--- config.mk ---
export PLATFORM = sky130hd
export DESIGN_NAME = button_events
export DESIGN_NICKNAME = d
export VERILOG_FILES = /design/src/rtl/button_events.sv
export SDC_FILE = /design/constraint.sdc
export NUM_CORES = 1
export LEC_CHECK = 0
export ABC_AREA = 0
export CAP_MARGIN = 20
export CELL_PAD_IN_SITES_DETAIL_PLACEMENT = 0
export CELL_PAD_IN_SITES_GLOBAL_PLACEMENT = 1
export CORE_MARGIN = 2
export CORE_UTILIZATION = 53
export CTS_BUF_LIST = sky130_fd_sc_hd__clkbuf_8
export CTS_CLUSTER_DIAMETER = 30
export DETAILED_ROUTE_END_ITERATION = 7
export GPL_ROUTABILITY_DRIVEN = 0
export PLACE_DENSITY = 0.87
export SLEW_MARGIN = 0
export SYNTH_ARGS = -nofsm -noshare
export SYNTH_HDL_FRONTEND = slang
export SYNTH_SLANG_ARGS = --single-unit
--- constraint.sdc ---
create_clock -name clk -period 4.15 [get_ports clk]
set_input_delay 0.415 -clock clk [delete_from_list [all_inputs] [get_ports clk]]
set_output_delay 0.415 -clock clk [all_outputs]
set_load 0.01 [all_outputs]
--- src/rtl/button_events.sv ---
// rtl/button_events.sv - debounced levels and press/release/long/chord events for two push-buttons
//
// Purpose:
//   Conditions the two raw active-low board buttons into clean pressed levels
//   and single-cycle event pulses. Each button passes through a 2-flop
//   synchroniser, a debounce counter and a RELEASED/PRESSED/HELD state machine.
//   Index 0 of every internal array is button A and index 1 is button B.
//
// Parameters:
//   DEBOUNCE_CYCLES - consecutive differing cycles needed to accept a new level (>= 1)
//   LONG_CYCLES     - cycles after the press event before the long event fires (>= 1)
//
// Ports:
//   clk        in  system clock
//   rst        in  synchronous reset, active-high
//   button_a   in  raw button A pin, active-low, asynchronous
//   button_b   in  raw button B pin, active-low, asynchronous
//   a_level    out debounced A state, 1 = pressed
//   b_level    out debounced B state, 1 = pressed
//   a_press    out one-cycle pulse when A level rises
//   b_press    out one-cycle pulse when B level rises
//   a_release  out one-cycle pulse when A level falls
//   b_release  out one-cycle pulse when B level falls
//   a_long     out one-cycle pulse when A has been held LONG_CYCLES, once per press
//   b_long     out one-cycle pulse when B has been held LONG_CYCLES, once per press
//   both_press out one-cycle pulse when A and B become pressed together

module button_events #(
  parameter int unsigned DEBOUNCE_CYCLES = 120_000,
  parameter int unsigned LONG_CYCLES     = 12_000_000
) (
  input  logic clk,
  input  logic rst,
  input  logic button_a,
  input  logic button_b,
  output logic a_level,
  output logic b_level,
  output logic a_press,
  output logic b_press,
  output logic a_release,
  output logic b_release,
  output logic a_long,
  output logic b_long,
  output logic both_press
);

  localparam int unsigned DB_W   = $clog2(DEBOUNCE_CYCLES + 1);
  localparam int unsigned HOLD_W = $clog2(LONG_CYCLES + 1);

  // Counter values one step short of the limit: the edge that would reach
  // the limit is the edge that acts.
  localparam logic [DB_W-1:0]   DB_LAST   = DB_W'(DEBOUNCE_CYCLES - 1);
  localparam logic [HOLD_W-1:0] HOLD_LAST = HOLD_W'(LONG_CYCLES - 1);

  localparam logic [1:0] ST_RELEASED = 2'd0;
  localparam logic [1:0] ST_PRESSED  = 2'd1;
  localparam logic [1:0] ST_HELD     = 2'd2;

  logic [1:0]        meta_q;
  logic [1:0]        sync_q;
  logic [1:0]        level_q,   level_d;
  logic [1:0]        press_q,   press_d;
  logic [1:0]        release_q, release_d;
  logic [1:0]        long_q,    long_d;
  logic              both_q,    both_d;
  logic [DB_W-1:0]   db_cnt_q [2];
  logic [DB_W-1:0]   db_cnt_d [2];
  logic [HOLD_W-1:0] hold_q   [2];
  logic [HOLD_W-1:0] hold_d   [2];
  logic [1:0]        state_q  [2];
  logic [1:0]        state_d  [2];

  always_comb begin
    level_d   = level_q;
    press_d   = '0;
    release_d = '0;
    long_d    = '0;
    for (int i = 0; i < 2; i++) begin
      db_cnt_d[i] = '0;
      hold_d[i]   = hold_q[i];
      state_d[i]  = state_q[i];

      // Any cycle where the synchronised input agrees with the level leaves
      // the counter cleared, so a bounce restarts the count from zero.
      if (sync_q[i] != level_q[i]) begin
        if (db_cnt_q[i] == DB_LAST) begin
          level_d[i] = sync_q[i];
        end else begin
          db_cnt_d[i] = db_cnt_q[i] + 1'b1;
        end
      end

      case (state_q[i])
        ST_RELEASED: begin
          if (level_d[i]) begin
            press_d[i] = 1'b1;
            hold_d[i]  = '0;
            state_d[i] = ST_PRESSED;
          end
        end
        ST_PRESSED: begin
          // A release accepted on the same edge as the long threshold wins.
          if (!level_d[i]) begin
            release_d[i] = 1'b1;
            state_d[i]   = ST_RELEASED;
          end else begin
            hold_d[i] = hold_q[i] + 1'b1;
            if (hold_q[i] == HOLD_LAST) begin
              long_d[i]  = 1'b1;
              state_d[i] = ST_HELD;
            end
          end
        end
        ST_HELD: begin
          // Hold counter stays saturated at LONG_CYCLES here.
          if (!level_d[i]) begin
            release_d[i] = 1'b1;
            state_d[i]   = ST_RELEASED;
          end
        end
        default: begin
          state_d[i] = ST_RELEASED;
        end
      endcase
    end

    both_d = (&level_d) & ~(&level_q);
  end

  always_ff @(posedge clk) begin
    if (rst) begin
      meta_q    <= '0;
      sync_q    <= '0;
      level_q   <= '0;
      press_q   <= '0;
      release_q <= '0;
      long_q    <= '0;
      both_q    <= 1'b0;
      for (int i = 0; i < 2; i++) begin
        db_cnt_q[i] <= '0;
        hold_q[i]   <= '0;
        state_q[i]  <= ST_RELEASED;
      end
    end else begin
      // Pins are active-low; the synchroniser carries 1 = pressed.
      meta_q    <= ~{button_b, button_a};
      sync_q    <= meta_q;
      level_q   <= level_d;
      press_q   <= press_d;
      release_q <= release_d;
      long_q    <= long_d;
      both_q    <= both_d;
      for (int i = 0; i < 2; i++) begin
        db_cnt_q[i] <= db_cnt_d[i];
        hold_q[i]   <= hold_d[i];
        state_q[i]  <= state_d[i];
      end
    end
  end

  assign a_level    = level_q[0];
  assign b_level    = level_q[1];
  assign a_press    = press_q[0];
  assign b_press    = press_q[1];
  assign a_release  = release_q[0];
  assign b_release  = release_q[1];
  assign a_long     = long_q[0];
  assign b_long     = long_q[1];
  assign both_press = both_q;

endmodule

==> results.json <==
{
  "cts_tree": "yes",
  "rsz0062_at_grt": "false",
  "worst_pin_slew_ns": 0.8414,
  "antenna_cells": 0,
  "setup-violations-final": 0,
  "num_io_pins": 13,
  "fin_nets": 573,
  "switching_power_mw": 0.3637,
  "numCtsBuffers": 9,
  "path_delay_family": "compound AO/OA/AOI/OAI gates",
  "crit_path_max_incr_delay_ns": 0.76,
  "antenna_found_initial": 0,
  "synthCells": 554,
  "hpwl_um": 6999,
  "grt_pass1_wl_um": 17330,
  "synth_area_leader_cell": "dfxtp_1",
  "area_delta_synth_final_pct": 8.306,
  "h-tree-depth": 3,
  "cts-resized-gates": 0,
  "p_sw_frac": 0.2163,
  "p_seq_frac": 0.567,
  "crit_type": "flip-flop to flip-flop",
  "grt_max_degree": 36,
  "hold_slack_ns": 0.4446,
  "finalWirelength_um": 10030,
  "place_area_mm2": 0.005089,
  "cp.required_ns": 4.42,
  "worst-path-stages": 6,
  "die_area_mm2": 0.01005,
  "drive_gt1_frac": 0.09414,
  "ant_nets": 0,
  "synth-warning-count": 0,
  "start_util": 0.5391,
  "synth_edf_count": 0,
  "cts_setup_buffers": 0,
  "fin_crit_ns": 2.703,
  "dp_slack_ns": 1.320,
  "p_int_mw": 1.318,
  "peakVddDrop_mv": 0.1522,
  "fin_area_mm2": 0.005319,
  "r2r_slack_ns": 1.45,
  "slew_headroom": 0.4390,
  "postCtsHoldBufs": 0,
  "drcViolationCount": 0,
  "ys.flop_type": "dfxtp_1",
  "clkSinkCount": 99,
  "yosysSeqAreaShare": 0.4036,
  "power.leakage_nw": 1.749,
  "core-area_mm2": 0.009109,
  "whs_path_depth": 1,
  "num_vias": 4045,
  "io_buffers": 12,
  "path_cells": "ha_1, nand4_1, o41a_2, a311oi_4, o311ai_0, o41ai_1",
  "worstSkewPairLatency_ns": 0.37,
  "syn_avg_cell_area_um2": 8.865,
  "powerDensity_mw_per_mm2": 316.1,
  "die_height_um": 100.3,
  "final.setup.tns_ns": 0,
  "async_reset_ff_frac": 0,
  "crit_path_end_kind": "flip-flop",
  "ys_ff_latch": 99,
  "clk_pin_slew_worst_paths_ns": 0.10,
  "rows": 35,
  "syn_area_mm2": 0.004911,
  "drv_slew": 0,
  "ys_types": 63,
  "timing.final.hold_violations": 0,
  "fp.dieW_um": 100.3,
  "yosys-top-cells-count": "dfxtp_1 (99), nor2_1 (55), nand2_1 (51)",
  "crit_path_top_delay_cell": "a311oi_4",
  "wl_per_cell_um": 14.88,
  "netlist.area_leader.share": 0.4036,
  "synth_top_cells_by_area": "dfxtp_1 (40%), nor2_1 (4.2%), nand2_1 (3.9%)",
  "cts.path.max_buffers": 2,
  "hp-class": "flip-flop to flip-flop",
  "outcome": "finished, final reports clean",
  "cts_root_buffer": "clkbuf_8",
  "p_clk_frac": 0.413,
  "worst_slack_ns": 1.447,
  "finalClockSkew_ns": 0.01639,
  "grt_overflow": 0,
  "grt_pass1_vias": 3736,
  "start_kind": "flip-flop",
  "r2r_cells": 6,
  "crit_fanout": 18,
  "fmax_mhz": 369.9,
  "share_comb_of_total_power": 0.020,
  "cp.arrival_ns": 2.98,
  "fin_crit_sh": 0.6514,
  "synth_nets": 568,
  "power_mw": 1.681,
  "initialDrtViolationCount": 176,
  "crit_buf_inv": 0,
  "dr.pass1.iters": 5,
  "gr-usage-all-layers": 0.2102,
  "cap_violations": 0,
  "synth.most_common_cell": "dfxtp_1",
  "viasPerCell": 6.001
}
[worst reg2reg max path: stages, from the launching register on]
cell and delay [ns]:
dfxtp_1 0.39, ha_1 0.22, nand4_1 0.25, o41a_2 0.59
a311oi_4 0.76, o311ai_0 0.30, o41ai_1 0.11
[state kept, by name, indices dropped and copies added, names as in the netlist]
register	count
hold_q	48
state_q	4
release_q	2
level_q	2
long_q	2
db_cnt_q	34
both_press	1
meta_q	2
press_q	2
sync_q	2
[per-stage QoR]
step,cells,utilization
2_1_floorplan,554,-
3_3_place_gp,657,0.5578
3_5_place_dp,658,0.5587
4_1_cts,673,0.5831
5_1_grt,674,0.5839
6_report,674,0.5839
[layout make-up]
| type | instances | area, um^2 |
|---|---|---|
| Tap cell | 111 | 138.9 |
| Clock inverter | 5 | 85.08 |
| Multi-Input combinational cell | 410 | 2740 |
| Inverter | 22 | 82.58 |
| Clock buffer | 10 | 137.6 |
| Timing Repair Buffer | 17 | 152.6 |
| Sequential cell | 99 | 1982 |
| Fill cell | 817 | 3790 |
[per-layer routing]
layer | part of all wire | GRT usage | vias up | wire (um)
met4 | 0.012 | 0.05585 | 0 | 118
li1 | - | - | 2048 | -
met3 | 0.035 | 0.04457 | 14 | 353
met1 | 0.49 | 0.2863 | 1915 | 4933
met5 | 0 | 0 | - | 0
met2 | 0.46 | 0.3397 | 68 | 4622
[cells by family (layout without fill, tap and decap cells)]
| family | after synthesis | after routing | synth area share |
|---|---|---|---|
| DFF | 99 | 99 | 0.4036 |
| xor gates and xnor gates | 34 | 34 | 0.06064 |
| and+or+nand+nor | 262 | 262 | 0.2961 |
| adders and majority gates | 10 | 10 | 0.02548 |
| buffers and inverters | 45 | 54 | 0.03847 |
| muxes | 19 | 19 | 0.04000 |
| AOI/OAI and AO/OA | 85 | 85 | 0.1358 |
[path summary, 6_finish.rpt]
check                                     end            from
worst min register to register      sync_q[1]       meta_q[1]
worst min-delay path                sync_q[1]       meta_q[1]
worst max-delay path            hold_q[0][12]  db_cnt_q[0][0]
worst max register to register  hold_q[0][12]  db_cnt_q[0][0]
[cells in the final DEF (no fill, tap or decap), types with 3 or more instances in the layout]
| cell | instances |
|---|---|
| or3_1 | 3 |
| a21oi_1 | 8 |
| xnor2_1 | 21 |
| clkdlybuf4s50_1 | 11 |
| o211ai_1 | 8 |
| clkbuf_8 | 10 |
| nor2b_1 | 3 |
| mux2i_1 | 14 |
| nor3_1 | 12 |
| o31ai_1 | 4 |
| nand2_1 | 51 |
| nand4_1 | 17 |
| nor4_1 | 8 |
| ha_1 | 10 |
| o21ai_0 | 17 |
| xor2_1 | 13 |
| dfxtp_1 | 99 |
| and4_1 | 9 |
| inv_1 | 22 |
| o311ai_0 | 11 |
| nor4b_1 | 9 |
| nand2b_1 | 4 |
| nand3_1 | 31 |
| or2_2 | 12 |
| mux2_2 | 5 |
| nor2_1 | 55 |
| o41ai_1 | 8 |
| nand4b_1 | 4 |
| a211o_1 | 3 |
| a22o_1 | 5 |
| buf_4 | 5 |
| or4_1 | 12 |
| and3_1 | 15 |
| and2_1 | 3 |
[power by group through the flow]
stage | Combinational [mW] | Clock, mW | Sequential (mW)
CTS | 0.0340 | 0.714 | 0.954
detailed placement | 0.0339 | 0 | 0.976
global route | 0.0378 | 0.744 | 0.954
global placement | 0.0337 | 0 | 0.976
finish | 0.0340 | 0.694 | 0.954
floorplan | 0.0250 | 0 | 0.975
Power figures use the tool's default switching activity.
==> variant: new RTL, same settings <==
Set the parameter `LONG_CYCLES` to 6_000_000 (it was 12_000_000).
--- a/src/rtl/button_events.sv
+++ b/src/rtl/button_events.sv
@@ -28,5 +28,5 @@
 module button_events #(
   parameter int unsigned DEBOUNCE_CYCLES = 120_000,
-  parameter int unsigned LONG_CYCLES     = 12_000_000
+  parameter int unsigned LONG_CYCLES     = 6_000_000
 ) (
   input  logic clk,
Formal check against the unedited RTL: same outputs for any inputs over 10 cycles, from zero or initial values and one cycle with rst high; that may be too few to reach the edited logic, so the function may still have changed.
==> variant against the unedited design <==
- total power decreased by 8.8%
- area after synthesis decreased by 7.0%
- sequential cell count decreased by 2
- critical path type unchanged
- maximum frequency increased by 4.3%
- utilization increased by 0.60 points
- clock skew decreased by 0.0012 ns
- cell area decreased by 8.0%
- synthesized cell count decreased by 6.1%
- wire length decreased by 7.6%
- non-clock buffer count decreased by 4
- worst setup slack improved by 0.11 ns
- via count decreased by 6.8%
==> variant: results (changes against the unedited design) <==
- Outcome: finished, final reports clean
- Design Power: 0.001533 W (-8.8%)
- CP endpoint: hold_q[0][30]$_SDFFE_PP0P_
- Crit Path Max Fanout: 16 (-2)
- Share of cells above drive strength 1: 6.452% (-3.0 points)
- Dpl hpwl: 6.351 mm (-9.3%)
- Least-Margin Pin Slew: 1.057 ns (+0.2152 ns)
- Lkg Pwr: 1.577 nW (-9.8%)
- Nets: 536 (-6.5%)
- Synth area leaders: dfxtp_1 43%, nand3_1 4.5%, nor2_1 4.4%
- Worst vdd ir: 0.1590 mV (+4.5%)
- Hold Path Origin: meta_q[0]$_SDFF_PP0_
- Drt pass-1 iters: 4 (-1)
- Total nets after synthesis: 534 (-6.0%)
- Netlist cell types: 64 (+1.6%)
- Hold Path Sink: sync_q[0]$_SDFF_PP0_
- Pin count of the biggest net entering global routing: 54 (+50%)
- Crit path from: db_cnt_q[0][17]$_SDFF_PP0_
- Commonest cells in the netlist: 97 x dfxtp_1, 54 x nor2_1, 46 x nand2_1
- Worst Path Arrival: 2.86 ns (-0.12 ns)
- FF-to-FF setup slack: 1.56 ns (+0.11 ns)
- Vias in the first global route: 3508 (-6.1%)
- Die X: 96.82 µm (-3.4%)
- First DRT Iteration DRCs: 251 (+43%)
- Largest registers: hold_q: 46 flops, db_cnt_q: 34 flops, state_q: 4 flops
- Via count: 3769 (-6.8%)
- Clock skew: 0.01520 ns (-0.001195 ns)
- Per-cell routed wire length: 14.66 µm (-1.5%)
- All-Layer GR Usage: 20.17% (-0.85 points)
- Reg2Reg Depth: 7 (+1)
## variant: logic make-up (layout without fill, tap and decap cells)
| logic type | count (synthesis) | after routing | share of synthesized area, % |
|---|---|---|---|
| flops | 97 | 97 | 42.53 |
| mux | 5 | 5 | 1.206 |
| compound gates | 96 | 96 | 15.59 |
| simple gates | 245 | 245 | 28.50 |
| buf+inv | 35 | 42 | 3.288 |
| xor+xnor | 32 | 32 | 6.138 |
| fa+ha+maj | 10 | 10 | 2.740 |
## variant: critical path, cell delays in order (launching register included)
cell	delay [ns]
dfxtp_1	0.38
ha_1	0.24
nand4b_1	0.17
nor4_4	0.37
mux2_4	0.38
a31oi_2	0.68
o211ai_1	0.17
o31ai_1	0.11
## variant: power breakdown
group | switching [W] | internal (W) | leakage (nW)
sequential | 0.00000147 | 0.000932 | 0.782
clock | 0.000347 | 0.000225 | 0.0879
combinational | 0.0000210 | 0.00000709 | 0.707
## variant: layer usage
| layer | global-route usage, % | share of wire, % | vias up |
|---|---|---|---|
| li1 | - | - | 1905 |
| met1 | 28.27 | 51 | 1784 |
| met2 | 32.69 | 45 | 71 |
| met3 | 2.529 | 2.7 | 9 |
| met4 | 5.850 | 1.1 | 0 |
| met5 | 0 | 0 | - |
## variant: through the flow
step,setup WS [ns],std cells,instance area [µm²],hold WS [ns]
after floorplan,1.960,520,4566,0.4132
after global placement,1.612,616,4718,0.4260
after detailed placement,1.538,616,4718,0.4323
after CTS,1.530,632,4896,0.4582
after global routing,1.324,632,4896,0.4743
final,1.559,632,4896,0.4528
## variant: cell type report
class	count	area, µm²
well taps	105	131.4
repair buffers	13	122.6
fillers	734	3403
flip-flops and latches	97	1942
inverters	13	48.80
clock buffers	9	123.9
multi-input cells	388	2474
clock inverters	7	53.80
